## src/rtl/idelay_tap_ctrl_if.sv

```systemverilog
// Command channel between calibration/host logic and the IDELAYE2 tap controller.
// The host side drives a command and sees cmd_ready/cmd_err; the controller side answers.
interface idelay_tap_ctrl_if #(
    parameter int CHAN_W = 2
);
    logic              cmd_valid;
    logic              cmd_ready;
    logic [1:0]        cmd_op;
    logic [CHAN_W-1:0] cmd_chan;
    logic [4:0]        cmd_tap;
    logic              cmd_err;

    modport master (
        output cmd_valid,
        output cmd_op,
        output cmd_chan,
        output cmd_tap,
        input  cmd_ready,
        input  cmd_err
    );

    modport slave (
        input  cmd_valid,
        input  cmd_op,
        input  cmd_chan,
        input  cmd_tap,
        output cmd_ready,
        output cmd_err
    );
endinterface

```

## src/rtl/idelay_tap_ctrl.sv

```systemverilog
// Run-time tap controller for a bank of VAR_LOAD IDELAYE2 lines sharing one IDELAYCTRL.
// Loads every line to IDELAY_VALUE after RDY, then serves load/inc/dec/default commands.
module idelay_tap_ctrl #(
    parameter int NUM_CH        = 4,
    parameter int CHAN_W        = 2,
    parameter int IDELAY_VALUE  = 2,
    parameter int SETTLE_CYCLES = 4
) (
    input  logic                  clk,
    input  logic                  reset,
    input  logic                  ctrl_rdy,
    idelay_tap_ctrl_if.slave      cmd,
    output logic [NUM_CH-1:0]     dly_ld,
    output logic [NUM_CH-1:0]     dly_ce,
    output logic [NUM_CH-1:0]     dly_inc,
    output logic [5*NUM_CH-1:0]   dly_cntvaluein,
    output logic [5*NUM_CH-1:0]   tap_value,
    output logic                  ready
);

    localparam int                CNT_W    = $clog2(SETTLE_CYCLES + 1);
    localparam logic [CNT_W-1:0]  CNT_LAST = CNT_W'(SETTLE_CYCLES - 1);
    localparam logic [CHAN_W-1:0] LAST_CH  = CHAN_W'(NUM_CH - 1);
    localparam logic [4:0]        DEF_TAP  = 5'(IDELAY_VALUE);

    localparam logic [1:0] OP_LOAD    = 2'd0;
    localparam logic [1:0] OP_INC     = 2'd1;
    localparam logic [1:0] OP_DEC     = 2'd2;
    localparam logic [1:0] OP_DEFAULT = 2'd3;

    typedef enum logic [2:0] {
        S_WAIT_RDY,
        S_INIT,
        S_IDLE,
        S_APPLY,
        S_SETTLE
    } state_t;

    state_t            state_reg, state_next;
    logic [CHAN_W-1:0] idx_reg;
    logic [CNT_W-1:0]  cnt_reg;
    logic [1:0]        op_reg;
    logic [CHAN_W-1:0] chan_reg;
    logic [4:0]        tap_cmd_reg;
    logic              err_reg;
    logic              ready_reg;

    logic              accept;
    logic              reject;
    logic              chan_ok;
    logic [4:0]        cur_tap;
    logic              op_is_ld;
    logic [4:0]        apply_tap;

    // Every output is gated by ctrl_rdy so a RDY drop silences the pins in the same cycle.
    assign cmd.cmd_ready = ctrl_rdy && (state_reg == S_IDLE);
    assign cmd.cmd_err   = ctrl_rdy && err_reg;
    assign ready         = ctrl_rdy && ready_reg;

    assign op_is_ld  = (op_reg == OP_LOAD) || (op_reg == OP_DEFAULT);
    assign apply_tap = (op_reg == OP_LOAD) ? tap_cmd_reg : DEF_TAP;

    always_comb begin
        state_next = state_reg;
        cur_tap    = '0;
        chan_ok    = int'(cmd.cmd_chan) < NUM_CH;
        for (int i = 0; i < NUM_CH; i++) begin
            if (int'(cmd.cmd_chan) == i) begin
                cur_tap = tap_value[5*i +: 5];
            end
        end
        accept = cmd.cmd_valid && cmd.cmd_ready;
        // Saturation is judged against the shadow tap so the line never wraps 31<->0.
        reject = accept && (!chan_ok
                            || ((cmd.cmd_op == OP_INC) && (cur_tap == 5'd31))
                            || ((cmd.cmd_op == OP_DEC) && (cur_tap == 5'd0)));

        if (!ctrl_rdy) begin
            state_next = S_WAIT_RDY;
        end else begin
            case (state_reg)
                S_WAIT_RDY: state_next = S_INIT;
                S_INIT:     if (idx_reg == LAST_CH) state_next = S_SETTLE;
                S_IDLE:     if (accept && !reject) state_next = S_APPLY;
                S_APPLY:    state_next = S_SETTLE;
                S_SETTLE:   if (cnt_reg == CNT_LAST) state_next = S_IDLE;
                default:    state_next = S_WAIT_RDY;
            endcase
        end
    end

    always_ff @(posedge clk or posedge reset) begin
        if (reset) begin
            state_reg   <= S_WAIT_RDY;
            idx_reg     <= '0;
            cnt_reg     <= '0;
            op_reg      <= '0;
            chan_reg    <= '0;
            tap_cmd_reg <= '0;
            err_reg     <= 1'b0;
            ready_reg   <= 1'b0;
        end else begin
            state_reg <= state_next;
            idx_reg   <= (state_reg == S_INIT) ? idx_reg + CHAN_W'(1) : '0;
            cnt_reg   <= (state_reg == S_SETTLE) ? cnt_reg + CNT_W'(1) : '0;
            err_reg   <= reject;
            if (accept) begin
                op_reg      <= cmd.cmd_op;
                chan_reg    <= cmd.cmd_chan;
                tap_cmd_reg <= cmd.cmd_tap;
            end
            if (!ctrl_rdy) begin
                ready_reg <= 1'b0;
            end else if ((state_reg == S_SETTLE) && (state_next == S_IDLE)) begin
                ready_reg <= 1'b1;
            end
        end
    end

    genvar gi;
    generate
        for (gi = 0; gi < NUM_CH; gi++) begin : g_ch
            logic       sel_init;
            logic       sel_apply;
            logic       ld_en;
            logic       ce_en;
            logic [4:0] ld_val;
            logic [4:0] shadow_reg;
            logic [4:0] cntv_reg;

            assign sel_init  = (state_reg == S_INIT)  && (idx_reg  == CHAN_W'(gi));
            assign sel_apply = (state_reg == S_APPLY) && (chan_reg == CHAN_W'(gi));
            assign ld_en     = ctrl_rdy && (sel_init || (sel_apply && op_is_ld));
            assign ce_en     = ctrl_rdy && sel_apply && !op_is_ld;
            assign ld_val    = sel_init ? DEF_TAP : apply_tap;

            assign dly_ld[gi]              = ld_en;
            assign dly_ce[gi]              = ce_en;
            assign dly_inc[gi]             = ce_en && (op_reg == OP_INC);
            // CNTVALUEIN shows the new value during the LD pulse and holds it afterwards.
            assign dly_cntvaluein[5*gi +: 5] = ld_en ? ld_val : cntv_reg;
            assign tap_value[5*gi +: 5]      = shadow_reg;

            always_ff @(posedge clk or posedge reset) begin
                if (reset) begin
                    cntv_reg   <= '0;
                    shadow_reg <= DEF_TAP;
                end else if (ld_en) begin
                    cntv_reg   <= ld_val;
                    shadow_reg <= ld_val;
                end else if (ce_en) begin
                    shadow_reg <= (op_reg == OP_INC) ? shadow_reg + 5'd1 : shadow_reg - 5'd1;
                end
            end
        end
    endgenerate

endmodule
```

## src/flat_wrapper.sv

```systemverilog
// flat-port wrapper written by rule: the top's interface ports become plain ports
module idelay_tap_ctrl_flat 
#(
    parameter int NUM_CH        = 4,
    parameter int CHAN_W        = 2,
    parameter int IDELAY_VALUE  = 2,
    parameter int SETTLE_CYCLES = 4
)
  (clk, reset, ctrl_rdy, dly_ld, dly_ce, dly_inc, dly_cntvaluein, tap_value, ready, cmd_cmd_valid, cmd_cmd_op, cmd_cmd_chan, cmd_cmd_tap, cmd_cmd_ready, cmd_cmd_err);
  idelay_tap_ctrl_if #(.CHAN_W(CHAN_W)) cmd_i ();
  input  logic clk;
  input  logic reset;
  input  logic ctrl_rdy;
  output logic [NUM_CH-1:0] dly_ld;
  output logic [NUM_CH-1:0] dly_ce;
  output logic [NUM_CH-1:0] dly_inc;
  output logic [5*NUM_CH-1:0] dly_cntvaluein;
  output logic [5*NUM_CH-1:0] tap_value;
  output logic ready;
  input wire logic [$bits(cmd_i.cmd_valid)-1:0] cmd_cmd_valid;
  input wire logic [$bits(cmd_i.cmd_op)-1:0] cmd_cmd_op;
  input wire logic [$bits(cmd_i.cmd_chan)-1:0] cmd_cmd_chan;
  input wire logic [$bits(cmd_i.cmd_tap)-1:0] cmd_cmd_tap;
  output wire logic [$bits(cmd_i.cmd_ready)-1:0] cmd_cmd_ready;
  output wire logic [$bits(cmd_i.cmd_err)-1:0] cmd_cmd_err;
  assign cmd_i.cmd_valid = cmd_cmd_valid;
  assign cmd_i.cmd_op = cmd_cmd_op;
  assign cmd_i.cmd_chan = cmd_cmd_chan;
  assign cmd_i.cmd_tap = cmd_cmd_tap;
  assign cmd_cmd_ready = cmd_i.cmd_ready;
  assign cmd_cmd_err = cmd_i.cmd_err;
  idelay_tap_ctrl #(.NUM_CH(NUM_CH), .CHAN_W(CHAN_W), .IDELAY_VALUE(IDELAY_VALUE), .SETTLE_CYCLES(SETTLE_CYCLES)) u_core (.clk(clk), .reset(reset), .ctrl_rdy(ctrl_rdy), .cmd(cmd_i), .dly_ld(dly_ld), .dly_ce(dly_ce), .dly_inc(dly_inc), .dly_cntvaluein(dly_cntvaluein), .tap_value(tap_value), .ready(ready));
endmodule
```

## config.mk

```make
export PLATFORM = sky130hd
export DESIGN_NAME = idelay_tap_ctrl_flat
export DESIGN_NICKNAME = d
export VERILOG_FILES = /design/src/rtl/idelay_tap_ctrl_if.sv /design/src/rtl/idelay_tap_ctrl.sv /design/src/flat_wrapper.sv
export SDC_FILE = /design/constraint.sdc
export NUM_CORES = 1
export LEC_CHECK = 0
export ABC_CLOCK_PERIOD_IN_PS = 6600
export BUFFER_PORTS_ARGS = -buffer_cell sky130_fd_sc_hd__buf_2
export CORE_UTILIZATION = 45
export CTS_BUF_LIST = sky130_fd_sc_hd__clkbuf_4
export CTS_CLUSTER_SIZE = 24
export DETAILED_ROUTE_END_ITERATION = 10
export GPL_TIMING_DRIVEN = 0
export PLACE_DENSITY = 0.67
export RECOVER_POWER = 25
export SETUP_SLACK_MARGIN = 0.5
export SLEW_MARGIN = 30
export SYNTH_ARGS = -nofsm -noshare
export SYNTH_HDL_FRONTEND = slang
export SYNTH_SLANG_ARGS = --single-unit
export TNS_END_PERCENT = 10
```

## constraint.sdc

```tcl
create_clock -name clk -period 6.6 [get_ports clk]
set_input_delay 1.32 -clock clk [delete_from_list [all_inputs] [get_ports clk]]
set_output_delay 1.32 -clock clk [all_outputs]
set_load 0.02 [all_outputs]
```

Word level (Yosys, flattened, before mapping) --
Index checks and enable logic that the tools add are counted.
Storage, ports and cells: bits in registers 59, latch bits 0, memory bits (writable) 0, memory bits (read-only) 0, input port bits 13, output and inout bits 55, word-level logic and storage cells 136, memories kept 0
Operators by class: add/sub/neg operators 10, multipliers 0, div/mod/pow operators 0, $lt $le $gt $ge 0, equality and inequality tests 21, shift operators 0, multiplexer cells 34, bitwise logic cells 0, reductions and logical operators 55
Operator list (number):
- 5-bit 2-to-1 mux | 25
- 1-bit logical AND | 37
- 5-bit by 1-bit adder with 5-bit output (second input constant) | 4
- 5-bit by 1-bit subtractor with 5-bit output (second input constant) | 4
- 2-bit == test (second input constant) | 8
- 3-bit 2-to-1 mux | 5
- 3-bit one-hot mux with 5 select lines | 1
- 3-bit by 2-bit == test with 1-bit output (second input constant) | 4
- 2-bit by 1-bit == test with 1-bit output (second input constant) | 5
- 2-bit logical NOT | 4
- 2-bit nonzero test | 4
- 1-bit logical OR | 6
- 5-bit == test (second input constant) | 1
- 5-bit logical NOT | 1
- 3-bit by 1-bit adder with 3-bit output (second input constant) | 1
- 3-bit by 1-bit == test with 1-bit output (second input constant) | 1
- 3-bit == test (second input constant) | 1
- 3-bit logical NOT | 1
- 2-bit by 1-bit adder with 2-bit output (second input constant) | 1
- 1-bit logical NOT | 2
- 1-bit 2-to-1 mux | 2
- 2-bit 2-to-1 mux | 1
- 2-bit by 1-bit != test with 1-bit output (second input constant) | 1

Logic depth before layout (Yosys ltp) --
Gate-level depths: netlist of run 1.
word-level depth 18, depth in mapped cells 9, gate-level depth less buffers 9

Least setup slack after synthesis of run 1 --
No wires, ideal clock.
path kind input port to output port, start point input ctrl_rdy, end point output dly_cntvaluein[10], arrival time 2.379 ns, data required time 5.280 ns, path slack 2.901 ns, cell stages on the path 3, buffers on the path 1, cell sequence clkbuf_1 > nand3_1 > o21ai_0
On the way: longest elaborated chain between the ends 2
Ends and longest elaborated chain:
- start, declared | line flat_wrapper.sv:13 | input logic ctrl_rdy;
- 1-bit logical AND | line idelay_tap_ctrl.sv:133 | assign ld_en = ctrl_rdy && (sel_init || (sel_apply && op_is_ld));
- 5-bit 2-to-1 mux | line idelay_tap_ctrl.sv:141 | assign dly_cntvaluein[5*gi +: 5] = ld_en ? ld_val : cntv_reg;
- end, declared | line flat_wrapper.sv:17 | output logic [5*NUM_CH-1:0] dly_cntvaluein;
Every way passes these cells.

Worst setup path after layout of run 1 --
start point input ctrl_rdy, end point output dly_cntvaluein[2]
Same word-level chain as after synthesis.

==> results of run 1 <==
final timing paths:
kind	startpoint	to	depth (start not counted)
min	u_core.cnt_reg[0]	u_core.cnt_reg[0]	1
max	ctrl_rdy	dly_cntvaluein[2]	6
max reg2reg	u_core.op_reg[0]	u_core.g_ch[3].shadow_reg[4]	8
max in group asynchronous	reset	u_core.idx_reg[1]	3
min in group asynchronous	reset	u_core.g_ch[0].cntv_reg[0]	2
min reg2reg	u_core.cnt_reg[0]	u_core.cnt_reg[0]	1
critical path, delay by kind of cell:
kind                   cells  cell delay, ns
buffers and inverters      3            0.83
AOI/OAI and AO/OA          1            0.13
and+or+nand+nor            2            0.75
power breakdown:
| group | internal [mW] | leakage (nW) | switching [mW] |
|---|---|---|---|
| Combinational | 0.247 | 1.20 | 0.296 |
| Clock | 0.194 | 0.0978 | 0.140 |
| Sequential | 0.444 | 0.754 | 0.0889 |
cell type report:
cell class | count | area share (%)
tap | 99 | 3.07
inverter | 19 | 1.80
timing repair buffer | 67 | 8.26
clock buffer | 10 | 1.86
buffer | 14 | 2.42
clock inverter | 6 | 2.58
multi-input combinational | 226 | 43.2
sequential | 59 | 36.8
cells in the final DEF (no fill, tap or decap), types with 3 or more instances in the layout:
| cell type | synthesis | final |
|---|---|---|
| sky130_fd_sc_hd__dfstp_2 | 4 | 4 |
| sky130_fd_sc_hd__nand2_1 | 22 | 22 |
| sky130_fd_sc_hd__dfrtp_1 | 55 | 55 |
| sky130_fd_sc_hd__ha_1 | 20 | 20 |
| sky130_fd_sc_hd__a31oi_1 | 3 | 3 |
| sky130_fd_sc_hd__a21oi_1 | 21 | 21 |
| sky130_fd_sc_hd__mux4_1 | 5 | 5 |
| sky130_fd_sc_hd__and2_1 | 6 | 4 |
| sky130_fd_sc_hd__buf_2 | 3 | 68 |
| sky130_fd_sc_hd__clkbuf_4 | 0 | 10 |
| sky130_fd_sc_hd__clkbuf_1 | 1 | 3 |
| sky130_fd_sc_hd__nor3_1 | 3 | 3 |
| sky130_fd_sc_hd__o21a_1 | 4 | 4 |
| sky130_fd_sc_hd__nor4_1 | 3 | 3 |
| sky130_fd_sc_hd__nand3_1 | 4 | 4 |
| sky130_fd_sc_hd__o22ai_1 | 6 | 6 |
| sky130_fd_sc_hd__mux2_2 | 9 | 9 |
| sky130_fd_sc_hd__bufinv_16 | 0 | 3 |
| sky130_fd_sc_hd__xor2_1 | 4 | 4 |
| sky130_fd_sc_hd__nor2_1 | 25 | 25 |
| sky130_fd_sc_hd__o22a_1 | 10 | 10 |
| sky130_fd_sc_hd__xnor2_1 | 10 | 10 |
| sky130_fd_sc_hd__o21ai_0 | 10 | 10 |
| sky130_fd_sc_hd__a21o_1 | 19 | 19 |
| sky130_fd_sc_hd__inv_1 | 15 | 14 |
| sky130_fd_sc_hd__inv_2 | 4 | 4 |
| sky130_fd_sc_hd__buf_4 | 9 | 9 |
| sky130_fd_sc_hd__fa_1 | 4 | 4 |
kinds of logic (layout without fill, tap and decap cells):
| group | Yosys count | after routing | synth area share (%) |
|---|---|---|---|
| compound gates | 87 | 87 | 17.6 |
| xor+xnor | 14 | 14 | 3.61 |
| fa+ha+maj | 24 | 24 | 9.72 |
| buf+inv | 33 | 116 | 4.97 |
| flops | 59 | 59 | 43.6 |
| mux | 15 | 15 | 7.15 |
| simple gates | 86 | 86 | 13.4 |
layer usage:
metal | track usage, % | wire length (um) | vias up
li1 | - | - | 1304
met1 | 31.6 | 3820 | 1325
met2 | 36.0 | 3780 | 78
met3 | 6.72 | 500 | 11
met4 | 7.04 | 98 | 0
met5 | 0 | 0 | -
through the flow:
stage | cell area (um^2) | std cells
2_1_floorplan | 3400 | 318
3_3_place_gp | 3850 | 483
3_5_place_dp | 3870 | 484
4_1_cts | 4050 | 500
5_1_grt | 4030 | 500
6_report | 4030 | 500
==> run_results.csv, run 1 <==
group,metric,value,unit
worst_setup_path,crit_path_frequent_cell,"sky130_fd_sc_hd__clkbuf_1",
timing,setup_viol,0,
timing,skew,0.0174,ns
floorplanning,dieArea,7900,um^2
floorplanning,fp.dieW,88.9,um
clock_tree,cts.hold.buffers_added,0,
synth,yosys.cell_types.count,55,
clock_tree,tritoncts,"built",
final_layout,nNetsFinal,433,
clock_tree,htree_num_levels,3,
worst_setup_path,worst-r2r-setup-slack,4.12,ns
synth,synth_area_per_cell,10.7,um^2
global_routing,grt_pass1_wl,13200,um
floorplanning,core_area,7290,um^2
worst_setup_path,worstSetupEndpointType,"output pin",
clock_tree,cts_root_buffer,"sky130_fd_sc_hd__clkbuf_4",
worst_setup_path,critical-path-max-stage-delay,0.44,ns
status,violations,"max-capacitance violations, max-slew violations",
clock_tree,numCtsBuffers,9,
timing,setup_tns_final,0,ns
power,leakage,2.05,nW
clock_tree,cts_post_setup_buffers_inserted,0,
worst_setup_path,cp-start-kind,"primary input",
synth,synthesis.nets,355,
timing,worst_slack,2.23,ns
timing,timing.final.crit_share,66.1,%
status,status,"finished, violations left",
worst_setup_path,worstPathArrival,3.05,ns
clock_tree,clkLatencyLatePin,0.42,ns
final_layout,seq_area,1480,um^2
global_routing,globalRouteOverflowTotal,0,
power,cellPowerDensity,350,nW/um^2
route,detail_route.first_pass.iterations,4,
worst_setup_path,timing.critical_path.cells,"clkbuf_1 -> clkbuf_1 -> nand3_1 -> nor2_1 -> a21o_1 -> buf_2",
global_routing,initial_antenna_violation_count,0,
synth,post_synth_inst_count,318,
route,dr.first_iter.drc_count,145,
hold_path,worstHoldPathType,"flop to flop",
power,vdd.ir_drop.worst,207,uV
route,detail-route-antenna-nets,0,
timing,slew_headroom,-30.7,%
clock_tree,clkTransAtPathRegs,0.09,ns
route,via_per_inst,5.44,
worst_setup_path,worst-endpoint-required,5.28,ns
power,post-layout-total-power,1.41,mW
place,port-buffer-count,66,
final_layout,drive_above_1_share,29.9,%
timing,worst_pin_slew,1.96,ns
place,pre_cts_slack,2.35,ns
final_layout,areaGrowthSynthToFinish,18.6,%
route,route.detailed.wl_per_inst,16.4,um
worst_setup_path,critPathSlowestCell,"sky130_fd_sc_hd__clkbuf_1",
global_routing,grt_pass1_vias,2576,
place,globalplace.congestion,0.823,
synth,top_reg_cell_synth,"sky130_fd_sc_hd__dfrtp_1",
place,place.detailed.hpwl,5970,um
timing,fmaxAchievable,0.229,GHz
timing,drv_slew,37,
route,detail_route.drc_violations,0,
clock_tree,post_cts.resized_instances,0,
worst_setup_path,worstSetupPathType,"primary input to output pin",
synth,yosysMostFrequentCell,"sky130_fd_sc_hd__dfrtp_1",
floorplanning,dieHeight,88.9,um
final_layout,multi_input_combinational_cell_area,1740,um^2
floorplanning,top_level_ports,68,
worst_setup_path,crit_fanout,10,
job,timing.max_cap.violations,1,
synth,yosys_warnings,0,
global_routing,grt_use_total,23.2,%
synth,netlist_top_cells_area,"sky130_fd_sc_hd__dfrtp_1 41%, sky130_fd_sc_hd__ha_1 7.4%, sky130_fd_sc_hd__a21o_1 4.2%, sky130_fd_sc_hd__mux4_1 3.9%, sky130_fd_sc_hd__a21oi_1 3.1%",
synth,yosys-top-cells-count,"55 x sky130_fd_sc_hd__dfrtp_1, 25 x sky130_fd_sc_hd__nor2_1, 22 x sky130_fd_sc_hd__nand2_1",
floorplanning,start_util,46.6,%
synth,synth-async-reset-ratio,100,%
synth,yosysSeqAreaShare,43.6,%
clock_tree,clock_tree.buffer_depth,2,
global_routing,pin_count_of_the_biggest_net_entering_global_routing,37,
synth,synth_enable_flop_cells,0,
final_layout,fillers,720,
final_layout,antenna_cells,0,
clock_tree,cts.sinks,59,
timing,fin_hold_ws,0.444,ns
synth,yosys.area.top_type_share,40.5,%
route,drt-total-wl,8200,um
synth,synth_largest_area_cell,"sky130_fd_sc_hd__dfrtp_1",
timing,grt_setup_unrepaired,"false",
final_layout,utilization,55.3,%
synth,synthesis.area,3400,um^2
timing,post_layout_min_period,4.37,ns
floorplanning,row_count,31,
timing,finalHoldViolCount,0,
route,route.vias.total,2718,
synth,ys_ff_latch,59,
(Power assumes the default switching activity.)
==> inputs of run 2 (changes only) <==
--- a/config.mk
+++ b/config.mk
@@ -5,7 +5,7 @@
 export SDC_FILE = /design/constraint.sdc
 export NUM_CORES = 1
 export LEC_CHECK = 0
-export ABC_CLOCK_PERIOD_IN_PS = 6600
+export ABC_CLOCK_PERIOD_IN_PS = 4300
 export BUFFER_PORTS_ARGS = -buffer_cell sky130_fd_sc_hd__buf_2
 export CORE_UTILIZATION = 45
 export CTS_BUF_LIST = sky130_fd_sc_hd__clkbuf_4
==> constraint.sdc (replaced) <==
create_clock -name clk -period 4.3 [get_ports clk]
set_input_delay 0.86 -clock clk [delete_from_list [all_inputs] [get_ports clk]]
set_output_delay 0.86 -clock clk [all_outputs]
set_load 0.02 [all_outputs]
==> run 2 against run 1 <==
  * The run still ends with max-capacitance violations, max-slew violations left
  * Worst hold slack hardly changed
  * Combinational power up 54%
  * Worst setup slack worse by 1.3 ns
  * Clock skew shrank 0.0016 ns
  * Clock power increased by 53%
  * Flip-flop and latch count unchanged
  * Register-to-register slack lost 2.3 ns
  * Core utilization is 0.086 points higher
  * Sequential power up 53%
  * Critical path type is now flop to output pin
  * Largest cell class unchanged
  * Largest power group unchanged
==> run_results.csv, run 2 (same netlist as run 1, synthesis figures left out) <==
group,metric,value,unit
global_routing,globalRouteOverflowTotal,0,
power,clockPowerShare,23.6,%
clock_tree,cts_post_setup_buffers_inserted,0,
worst_setup_path,cp-start-kind,"flop",
clock_tree,cts.sinks,59,
route,dr.first_iter.drc_count,141,
final_layout,nNetsFinal,433,
route,detail_route.drc_violations,0,
power,proportion_of_power_drawn_by_flip_flops_and_latches,37.8,%
route,detail_route.first_pass.iterations,4,
place,place.detailed.hpwl,5970,um
worst_setup_path,worst-r2r-setup-slack,1.81,ns
timing,skew,0.0158,ns
power,sw_frac_of_total,37.1,%
final_layout,finish.cell_count_without_fillers,500,
final_layout,most_frequent_standard_cell_in_the_layout_excluding_fill_and_tap_cells,"sky130_fd_sc_hd__buf_2",
clock_tree,cts.hold.buffers_added,0,
global_routing,grt_pass1_vias,2576,
power,post-layout-total-power,2.16,mW
clock_tree,clock_tree.buffer_depth,2,
power,vdd.ir_drop.worst,317,uV
worst_setup_path,worstPathArrival,2.46,ns
final_layout,drive_above_1_share,30.4,%
global_routing,grt_pass1_wl,13200,um
timing,worst_slack,0.981,ns
route,route.detailed.wl_per_inst,16.4,um
final_layout,most-common-layout-cells,"69 x sky130_fd_sc_hd__buf_2, 55 x sky130_fd_sc_hd__dfrtp_1, 25 x sky130_fd_sc_hd__nor2_1",
hold_path,worstHoldPathType,"flop to flop",
place,port-buffer-count,66,
final_layout,fillers,718,
clock_tree,numCtsBuffers,9,
final_layout,areaGrowthSynthToFinish,18.8,%
place,placed_cells_incl_taps,484,
worst_setup_path,worst-endpoint-required,3.44,ns
floorplanning,core_area,7290,um^2
worst_setup_path,startpoint,"u_core.op_reg[0]",
floorplanning,dieArea,7900,um^2
status,status,"finished, violations left",
timing,timing.final.crit_share,77.2,%
timing,fmaxAchievable,0.301,GHz
route,detail-route-antenna-nets,0,
timing,setup_viol,0,
power,leakage,2.06,nW
timing,drv_slew,37,
global_routing,initial_antenna_violation_count,0,
timing,finalHoldViolCount,0,
clock_tree,tritoncts,"built",
worst_setup_path,crit_fanout,8,
final_layout,utilization,55.3,%
clock_tree,clkLatencyLatePin,0.42,ns
route,drt-total-wl,8200,um
timing,grt_setup_unrepaired,"false",
worst_setup_path,worst_r2r_path_depth,8,
clock_tree,htree_num_levels,3,
floorplanning,row_count,31,
power,p_comb_share,38.6,%
floorplanning,fp.dieW,88.9,um
final_layout,antenna_cells,0,
clock_tree,clkTransAtPathRegs,0.10,ns
floorplanning,dieHeight,88.9,um
job,timing.max_cap.violations,1,
clock_tree,cts_root_buffer,"sky130_fd_sc_hd__clkbuf_4",
floorplanning,top_level_ports,68,
timing,worst_pin_slew,1.98,ns
power,cellPowerDensity,536,nW/um^2
worst_setup_path,crit_path_to,"dly_cntvaluein[6]",
worst_setup_path,crit-reg2reg-launch,"u_core.op_reg[0]",
power,p_int,1.36,mW
place,globalplace.congestion,0.823,
clock_tree,post_cts.resized_instances,0,
global_routing,pin_count_of_the_biggest_net_entering_global_routing,37,
power,power.switching,0.803,mW
global_routing,grt_use_total,23.2,%
route,via_per_inst,5.46,
worst_setup_path,worstSetupEndpointType,"output pin",
timing,post_layout_min_period,3.32,ns
place,pre_cts_slack,0.973,ns
floorplanning,start_util,46.6,%
worst_setup_path,worst_r2r_endpoint,"u_core.g_ch[3].shadow_reg[4]",
timing,setup_tns_final,0,ns
status,violations,"max-capacitance violations, max-slew violations",
route,route.vias.total,2730,
worst_setup_path,worstSetupPathType,"flop to output pin",
timing,slew_headroom,-32.0,%
[run 2: worst max-delay path, cell delays in order (launching register included)]
cell                      delay (ns)
sky130_fd_sc_hd__dfrtp_1        0.38
sky130_fd_sc_hd__inv_1          0.05
sky130_fd_sc_hd__ha_1           0.35
sky130_fd_sc_hd__nor2b_1        0.08
sky130_fd_sc_hd__nand2_1        0.19
sky130_fd_sc_hd__a21o_1         0.32
sky130_fd_sc_hd__inv_2          0.12
sky130_fd_sc_hd__and3_1         0.22
sky130_fd_sc_hd__nor2_1         0.14
sky130_fd_sc_hd__buf_2          0.19
[run 2: layout make-up]
cell class	count	area [um^2]	area share [%]
multi-input combinational	226	1750	43.3
sequential	59	1480	36.7
timing repair buffer	67	334	8.28
tap	99	124	3.07
clock inverter	6	104	2.57
buffer	14	97.6	2.42
clock buffer	10	75.1	1.86
inverter	19	72.6	1.80
[run 2: worst min-delay path by stage]
stage          cells after the start                    endpoint              start  slack [ns]
2_1_floorplan                      1           u_core.cnt_reg[0]  u_core.cnt_reg[0]        0.41
3_3_place_gp                       1           u_core.cnt_reg[0]  u_core.cnt_reg[0]        0.42
3_5_place_dp                       1           u_core.cnt_reg[0]  u_core.cnt_reg[0]        0.43
4_1_cts                            2  u_core.g_ch[0].cntv_reg[3]              reset        0.39
5_1_grt                            1           u_core.cnt_reg[0]  u_core.cnt_reg[0]        0.48
6_report                           1           u_core.cnt_reg[0]  u_core.cnt_reg[0]        0.44
[run 2: layer usage]
metal | vias to the layer above | GRT usage [%] | wire (um)
li1 | 1303 | - | -
met1 | 1318 | 31.6 | 3680
met2 | 98 | 36.0 | 3770
met3 | 11 | 6.72 | 669
met4 | 0 | 7.04 | 84
met5 | - | 0 | 0
[run 2: stage by stage]
stage / cell area [um^2] / hold slack (ns)
floorplan: 3400 / 0.409
global placement: 3850 / 0.425
detailed placement: 3870 / 0.434
CTS: 4050 / 0.387
global route: 4040 / 0.477
finish: 4040 / 0.444
[run 2: power groups by stage]
stage	combinational (mW)	clock [mW]	sequential [mW]
after floorplan	0.532	0	0.887
after global placement	0.810	0	0.831
after detailed placement	0.832	0	0.834
after CTS	0.839	0.522	0.820
after global routing	0.934	0.546	0.844
final	0.835	0.509	0.818
==> inputs of run 3 (changes only) <==
--- a/config.mk
+++ b/config.mk
@@ -5,14 +5,14 @@
 export SDC_FILE = /design/constraint.sdc
 export NUM_CORES = 1
 export LEC_CHECK = 0
-export ABC_CLOCK_PERIOD_IN_PS = 4300
+export ABC_CLOCK_PERIOD_IN_PS = 2700
 export BUFFER_PORTS_ARGS = -buffer_cell sky130_fd_sc_hd__buf_2
 export CORE_UTILIZATION = 45
 export CTS_BUF_LIST = sky130_fd_sc_hd__clkbuf_4
 export CTS_CLUSTER_SIZE = 24
 export DETAILED_ROUTE_END_ITERATION = 10
 export GPL_TIMING_DRIVEN = 0
-export PLACE_DENSITY = 0.67
+export PLACE_DENSITY = 0.7
 export RECOVER_POWER = 25
 export SETUP_SLACK_MARGIN = 0.5
 export SLEW_MARGIN = 30
==> constraint.sdc (replaced) <==
create_clock -name clk -period 2.7 [get_ports clk]
set_input_delay 0.54 -clock clk [delete_from_list [all_inputs] [get_ports clk]]
set_output_delay 0.54 -clock clk [all_outputs]
set_load 0.02 [all_outputs]
==> run 3 against run 2 <==
  * The flow now finishes without violations
  * Die area stayed put
  * Non-clock buffer count is 23 higher
  * Sequential power increased by 61%
  * Worst hold slack got worse by 0.23 ns
  * First-iteration DRC count rose by 22%
  * Flip-flop and latch count stayed put
  * Worst setup slack got worse by 0.85 ns
  * Critical path depth decreased by 4
  * Count of clock-buffer cells in the layout rose by 2
  * Global-route usage up 1.4 points
  * Clock power is 4% higher
  * Sequential share of layout area decreased by 3.1 points
==> run_results.csv, run 3 (same netlist as run 1, synthesis figures left out) <==
group,metric,value,unit
timing,post_layout_min_period,2.57,ns
final_layout,most_frequent_standard_cell_in_the_layout_excluding_fill_and_tap_cells,"sky130_fd_sc_hd__buf_2",
route,route.detailed.wl_per_inst,17.1,um
clock_tree,htree_num_levels,3,
power,p_int,2.01,mW
clock_tree,cts.sinks,59,
timing,grt_setup_unrepaired,"true",
power,power.switching,1.32,mW
worst_setup_path,worst_r2r_endpoint,"u_core.g_ch[2].shadow_reg[4]",
worst_setup_path,crit_fanout,7,
worst_setup_path,crit-reg2reg-launch,"u_core.op_reg[0]",
clock_tree,cts.hold.buffers_added,0,
timing,setup_viol,0,
route,top_layer_used,"met4",
place,globalplace.congestion,0.812,
floorplanning,fp.dieW,88.9,um
timing,timing.final.crit_share,95.3,%
global_routing,grt_pass1_wl,14200,um
floorplanning,dieHeight,88.9,um
timing,fmaxAchievable,0.389,GHz
global_routing,grt_use_total,24.7,%
power,cellPowerDensity,756,nW/um^2
place,place.detailed.hpwl,6240,um
final_layout,areaGrowthSynthToFinish,29.7,%
route,drt-total-wl,8920,um
route,route.vias.total,2882,
final_layout,drive_above_1_share,41.0,%
timing,worst_pin_slew,1.05,ns
route,detail_route.first_pass.iterations,4,
final_layout,most-common-layout-cells,"56 x sky130_fd_sc_hd__buf_2, 54 x sky130_fd_sc_hd__dfrtp_1, 32 x sky130_fd_sc_hd__buf_4",
place,placed_cells_incl_taps,484,
final_layout,fillers,668,
route,detail-route-antenna-nets,0,
clock_tree,numCtsBuffers,9,
final_layout,nNetsFinal,456,
route,dr.first_iter.drc_count,172,
worst_setup_path,worst-endpoint-required,2.16,ns
power,clockPowerShare,15.8,%
worst_setup_path,cp-start-kind,"flop",
power,proportion_of_power_drawn_by_flip_flops_and_latches,39.6,%
route,via_per_inst,5.51,
timing,finalHoldViolCount,0,
floorplanning,start_util,46.6,%
global_routing,pin_count_of_the_biggest_net_entering_global_routing,43,
worst_setup_path,cp.buffers_inverters,3,
clock_tree,tritoncts,"built",
timing,skew,0.0125,ns
floorplanning,row_count,31,
worst_setup_path,worstSetupPathType,"flop to output pin",
route,route.met3.wl,471,um
clock_tree,cts_root_buffer,"sky130_fd_sc_hd__clkbuf_4",
floorplanning,top_level_ports,68,
worst_setup_path,critPathTopFamily,"simple AND/OR/NAND/NOR gates",
place,pre_cts_slack,-0.0412,ns
power,leakage,2.20,nW
worst_setup_path,critical-path-max-stage-delay,0.47,ns
route,detail_route.drc_violations,0,
final_layout,finish.cell_count_without_fillers,523,
place,port-buffer-count,66,
worst_setup_path,worstSetupEndpointType,"output pin",
final_layout,seq_area,1480,um^2
power,p_comb_share,44.6,%
timing,drv_slew,0,
clock_tree,clock_tree.buffer_depth,2,
global_routing,grt_pass1_vias,2975,
clock_tree,clkLatencyLatePin,0.42,ns
worst_setup_path,worst-r2r-setup-slack,0.20,ns
final_layout,multi_input_combinational_cell_area,1910,um^2
job,timing.max_cap.violations,0,
timing,worst_slack,0.127,ns
global_routing,initial_antenna_violation_count,0,
timing,slew_headroom,30.1,%
route,met2_wirelength,4270,um
final_layout,stdcell_area,4410,um^2
worst_setup_path,worstPathArrival,2.03,ns
final_layout,antenna_cells,0,
worst_setup_path,crit_path_frequent_cell,"sky130_fd_sc_hd__buf_4",
clock_tree,clkTransAtPathRegs,0.10,ns
hold_path,worstHoldPathType,"primary input to async pin",
status,status,"finished, final reports clean",
worst_setup_path,worst_r2r_path_depth,9,
place,postPlaceCellArea,3880,um^2
worst_setup_path,critPathSlowestCell,"sky130_fd_sc_hd__dfrtp_2",
floorplanning,dieArea,7900,um^2
power,sw_frac_of_total,39.6,%
power,vdd.ir_drop.worst,507,uV
floorplanning,core_area,7290,um^2
worst_setup_path,timing.critical_path.cells,"nand4b_1 -> buf_4 -> nor3_1 -> buf_4 -> buf_2",
route,wl_met1,3950,um
global_routing,globalRouteOverflowTotal,0,
[run 3: changes by cell type in the layout (fill, tap and decap cells not counted), sizes merged]
cell    change
buf        +23
bufinv      -3
clkbuf      +2
clkinv      +1
[run 3: how the worst max path moves through the flow]
stage                        start                      endpoint  slack [ns]  depth (start not counted)
2_1_floorplan     u_core.op_reg[0]  u_core.g_ch[3].shadow_reg[4]        0.50                          8
3_3_place_gp                 reset    u_core.g_ch[3].cntv_reg[0]        -0.1                          2
3_5_place_dp              ctrl_rdy             dly_cntvaluein[9]       -0.04                          6
4_1_cts           u_core.op_reg[0]             dly_cntvaluein[5]        0.12                          8
5_1_grt        u_core.state_reg[2]                     dly_ce[2]        0.04                          5
6_report       u_core.state_reg[2]                     dly_ce[2]        0.13                          5
[run 3: power groups by stage]
stage	logic, mW	clock network (mW)	registers (mW)
4_1_cts	1.47	0.542	1.31
6_report	1.48	0.527	1.32
3_3_place_gp	1.29	0	1.32
2_1_floorplan	0.849	0	1.41
3_5_place_dp	1.34	0	1.33
5_1_grt	1.65	0.572	1.34
[run 3: worst reg2reg max path, cell delays in order (launching register included)]
cell and delay (ns):
sky130_fd_sc_hd__dfrtp_1 0.40, sky130_fd_sc_hd__buf_4 0.14, sky130_fd_sc_hd__ha_1 0.28, sky130_fd_sc_hd__inv_4 0.28
sky130_fd_sc_hd__ha_1 0.33, sky130_fd_sc_hd__a21o_1 0.19, sky130_fd_sc_hd__a21oi_1 0.22, sky130_fd_sc_hd__xnor2_1 0.12
sky130_fd_sc_hd__o32a_1 0.29, sky130_fd_sc_hd__o22ai_1 0.16
[run 3: cell type report]
| class | instances | area share (%) |
|---|---|---|
| multi-input combinational | 226 | 43.5 |
| sequential | 59 | 33.7 |
| timing repair buffer | 90 | 13.1 |
| tap | 99 | 2.81 |
| buffer | 14 | 2.67 |
| clock buffer | 12 | 2.04 |
| inverter | 19 | 1.82 |
| clock inverter | 4 | 0.398 |
[run 3: stage by stage]
step                      power [mW]  utilization [%]  hold WS, ns  setup TNS, ns
after detailed placement        2.67             53.2        0.429         -0.121
final                           3.33             60.4        0.212              0
after global placement          2.61             52.8        0.426          -5.14
after CTS                       3.33             60.0       0.0450              0
after floorplan                 2.26                -        0.409              0
after global routing            3.56             60.4        0.266              0
[run 3: repair_timing]
action                                  4_1_cts  5_1_grt
endpoints found under the setup margin       40       40
buffers inserted                             21        2
resized for setup                            62        8
pin swaps                                    17        8
gates cloned                                  0        0
[run 3: layer usage]
metal	global-route usage, %	up-vias
li1	-	1355
met1	29.8	1408
met2	40.7	98
met3	6.81	21
met4	11.9	0
met5	0	-
